==> src/rtl/pipeline_fetch_ctrl.sv <==
// pipeline_fetch_ctrl: fetch sequencer with one outstanding imem request, decode-hazard hold and squashing redirects
module pipeline_fetch_ctrl #(
  parameter logic [31:0] RESET_PC = 32'h00000000
) (
  input  logic        clk,
  input  logic        reset,
  input  logic        hazard,
  input  logic        pcsrc,
  input  logic [31:0] branchaddr,
  output logic        imem_req,
  output logic [31:0] imem_addr,
  input  logic        imem_gnt,
  input  logic        imem_rvalid,
  input  logic [31:0] imem_rdata,
  output logic [31:0] instr,
  output logic        instr_valid,
  output logic [31:0] pc,
  output logic [31:0] pcplus4
);
  typedef enum logic [1:0] {FETCH, WAIT, OUT} state_t;
  state_t      state;
  logic [31:0] fpc;
  logic        squash;
  assign imem_req    = (state == FETCH) & ~reset;
  assign imem_addr   = fpc;
  assign instr_valid = (state == OUT);
  assign pcplus4     = pc + 32'd4;
  always_ff @(posedge clk) begin
    if (reset) begin
      state  <= FETCH;
      fpc    <= RESET_PC;
      squash <= 1'b0;
      instr  <= 32'd0;
      pc     <= RESET_PC;
    end else begin
      case (state)
        FETCH: begin
          if (pcsrc) fpc <= branchaddr;
          if (imem_gnt) begin
            state  <= WAIT;
            squash <= pcsrc;
          end
        end
        WAIT: begin
          // squash marks data already owed to a request that a redirect made stale
          if (imem_rvalid) begin
            if (squash | pcsrc) begin
              state  <= FETCH;
              squash <= 1'b0;
              if (pcsrc) fpc <= branchaddr;
            end else begin
              instr <= imem_rdata;
              pc    <= fpc;
              fpc   <= fpc + 32'd4;
              state <= OUT;
            end
          end else if (pcsrc) begin
            fpc    <= branchaddr;
            squash <= 1'b1;
          end
        end
        OUT: begin
          if (pcsrc) begin
            fpc   <= branchaddr;
            state <= FETCH;
          end else if (!hazard) state <= FETCH;
        end
        default: state <= FETCH;
      endcase
    end
  end
endmodule
==> config.mk <==
export PLATFORM = sky130hd
export DESIGN_NAME = pipeline_fetch_ctrl
export DESIGN_NICKNAME = d
export VERILOG_FILES = /design/src/rtl/pipeline_fetch_ctrl.sv
export SDC_FILE = /design/constraint.sdc
export NUM_CORES = 1
export LEC_CHECK = 0
export ABC_AREA = 1
export BUFFER_PORTS_ARGS = -buffer_cell sky130_fd_sc_hd__buf_2
export CAP_MARGIN = 20
export CELL_PAD_IN_SITES_DETAIL_PLACEMENT = 1
export CELL_PAD_IN_SITES_GLOBAL_PLACEMENT = 1
export CORE_MARGIN = 8
export CORE_UTILIZATION = 37
export CTS_CLUSTER_DIAMETER = 80
export DETAILED_ROUTE_END_ITERATION = 7
export PLACE_DENSITY_LB_ADDON = 0.2
export SKIP_CTS_REPAIR_TIMING = 1
export SYNTH_ARGS = -nofsm -noshare
export SYNTH_HDL_FRONTEND = slang
export SYNTH_SLANG_ARGS = --single-unit
==> constraint.sdc <==
create_clock -name clk -period 2.7 [get_ports clk]
set_input_delay 0.405 -clock clk [delete_from_list [all_inputs] [get_ports clk]]
set_output_delay 0.405 -clock clk [all_outputs]
set_load 0.05 [all_outputs]
==> out/results.txt <==
Post-Synthesis Net Count - 963
combined area of the multi-input logic cells - 3300 µm²
number of antenna-violating nets in the routed design - 0
buffer type at the clock tree root - clkbuf_16
number of iterations in the first detailed-routing pass - 7
horizontal die dimension - 140 µm
element type at the critical path start - register
global-route wire length before repair - 35400 µm
post-route minimum period - 2.53 ns
ant diodes - 0
mux contribution to synthesized area - 0%
fillers - 2091
placeable core area - 15100 µm²
crit path max fanout - 4
post-synthesis instance area - 5710 µm²
final routed DRC violation total - 0
die footprint - 19700 µm²
share of layout cells above drive strength 1 - 24.6%
dominant combinational cell family by area after synthesis - simple AND/OR/NAND/NOR gates
Rel. slew slack - 52.8%
DPL Wire Length - 16900 µm
dominant register cell in the synthesized netlist - dfxtp_1
clock tree from TritonCTS - done
design area - 7250 µm²
number of clock buffers inserted by TritonCTS - 9
Slew @ Worst Pin - 0.708 ns
number of vias per cell after detailed routing - 5.15
instance count after placement with tap cells included - 1242
post-synthesis share of cell area spent on xor and xnor gates - 5.22%
max incr delay on CP - 0.35 ns
setup total negative slack - 0 ns
post-synthesis sequential area ratio - 34.7%
maximum number of buffers from clock root to sink - 2
Crit path arrival time - 2.13 ns
worst-path cell with the longest stage delay - dfxtp_2
Detailed Route WL - 22100 µm
Cell Rows - 45
gr usage total - 22.2%
Achievable Freq - 395 MHz
commonest cells after routing, fill and taps aside - 249 x nand2_1, 195 x buf_2, 114 x a21oi_1
area share of fa/ha/maj cells after synthesis - 0.439%
cell area after placement - 6880 µm²
status - completed
Layout area overhead - 27.1%
average cell area after synthesis - 6.40 µm²
Reg area - 1990 µm²
simple logic cell fraction of the synthesized area - 33.1%
number of synthesis warnings - 0
Max H-tree Level - 3
antenna violations before repair - 0
critical setup path kind - register to primary output
Synth async-reset ratio - 0%
Synth cell types - 29
Required @ worst endpoint - 2.30 ns
leakage dissipation - 0.00328 µW
final setup fails - 0
fraction of the mapped netlist area in compound gates - 18.1%
max capacitance violation total - 0
period utilization - 93.7%
final core utilization - 47.9%
number of placed I/O pins - 200
count of non-filler cells in the finished layout - 1259
number of failing hold endpoints at the final stage - 0
RSZ-0062 raised after global routing - false
most common cell after layout, fill and taps aside - nand2_1
PortBufs - 199
number of DRC markers after the initial detailed-route iteration - 302
number of global-route vias before repair - 6657
power density over cell area - 538 nW/µm²
hold crit path type - input pin to register
CTS sink count - 99
GR Overflow Total - 0
Max IR drop VDD - 0.277 mV
routability-driven placement congestion ratio - 0.857
die span in y - 140 µm
final-stage net count - 1138
average wire per cell in the routed design - 17.6 µm
clock-pin slew on the worst setup and hold paths - 0.07 ns
insertion delay of the later-clocked pin in the worst-skew pair - 0.35 ns
number of synthesized flops with an enable pin - 0
list of cells traversed by the critical path - ha_1 > nand2_1 > inv_2 > nand2_4 > nor2_4 > nand2_4 > nor2_4 > nand2_4 > nor2_4 > nand2_1 > xor2_2 > buf_4
effective utilization at floorplan - 37.7%
worst path bufs/invs - 2
via count of the routed design - 6483
worst clock skew on the final layout - 0.0109 ns
kind of cell adding the most delay to the critical path - simple AND/OR/NAND/NOR gates
Pins Over Slew Limit - 0
#FFs+latches synth - 99
pin count of the biggest net entering global routing - 67
Worst setup EP type - primary output
number of instances in the synthesized netlist - 891
area by class of cell:
type                       count  share of cell area, %
multi-input combinational    671                   45.5
sequential                    99                   27.4
timing repair buffer         212                   15.4
inverter                      73                   3.78
tap                          188                   3.24
clock buffer                  11                   3.21
clock inverter                 5                   1.48
through the flow:
step / setup WS (ns) / power, µW / hold slack, ns
after floorplan: 0.0101 / 2180 / 0.424
after global placement: 0.451 / 2430 / 0.439
after detailed placement: 0.403 / 2440 / 0.452
after CTS: 0.0113 / 3940 / 0.279
after global routing: 0.0154 / 4060 / 0.310
final: 0.170 / 3900 / 0.286
power by group:
| part | leakage (µW) | total (µW) | internal (µW) | switching (µW) |
|---|---|---|---|---|
| Sequential | 0.000807 | 1640 | 1530 | 111 |
| Clock | 0.000165 | 1500 | 914 | 582 |
| Combinational | 0.00231 | 770 | 204 | 566 |
registers in the layout, indices dropped and copies added (netlist names):
register / count
squash: 1
imem_addr: 32
pc: 32
state: 2
instr: 32
metal layers:
layer,vias to the layer above,wire length (µm),track usage [%]
met5,-,0,0
met4,0,221,4.57
met3,18,1200,4.38
met2,161,10600,37.6
met1,3057,10000,28.5
li1,3247,-,-
worst reg2reg max path: cells and delay by family, from the launching register on:
family                 cells  cell delay, ns
AND/OR/NAND/NOR            3            0.37
buffers and inverters      3            0.73
AO/OA/AOI/OAI              3            0.37
flip-flops                 1            0.42
worst paths after layout:
kind                                     from      endpoint  slack [ns]  cells after the start
worst min register to register      instr[11]     instr[11]        0.46                      2
worst max register to register       state[0]        squash        0.74                      9
worst min-delay path            branchaddr[0]  imem_addr[0]        0.29                      3
worst max-delay path                    pc[2]   pcplus4[28]        0.17                     12
cells in the mapped netlist, types with 8 or more instances:
master	instances	share of area, %
a21oi_1	114	10
nor2_4	8	1.6
nand2_1	250	16
xor2_1	32	4.9
buf_2	11	0.96
clkbuf_1	33	2.2
inv_1	71	4.7
nand3_1	75	6.6
dfxtp_1	99	35
o21ai_0	81	7.1
nor3_1	11	0.96
nand4_1	8	0.88
nor2_1	64	4.2
kinds of logic after synthesis:
kind of cell | after synthesis
simple gates | 433
compound gates | 202
fa+ha+maj | 2
xor+xnor | 34
buf+inv | 121
flops | 99
(Power assumes the default switching activity.)
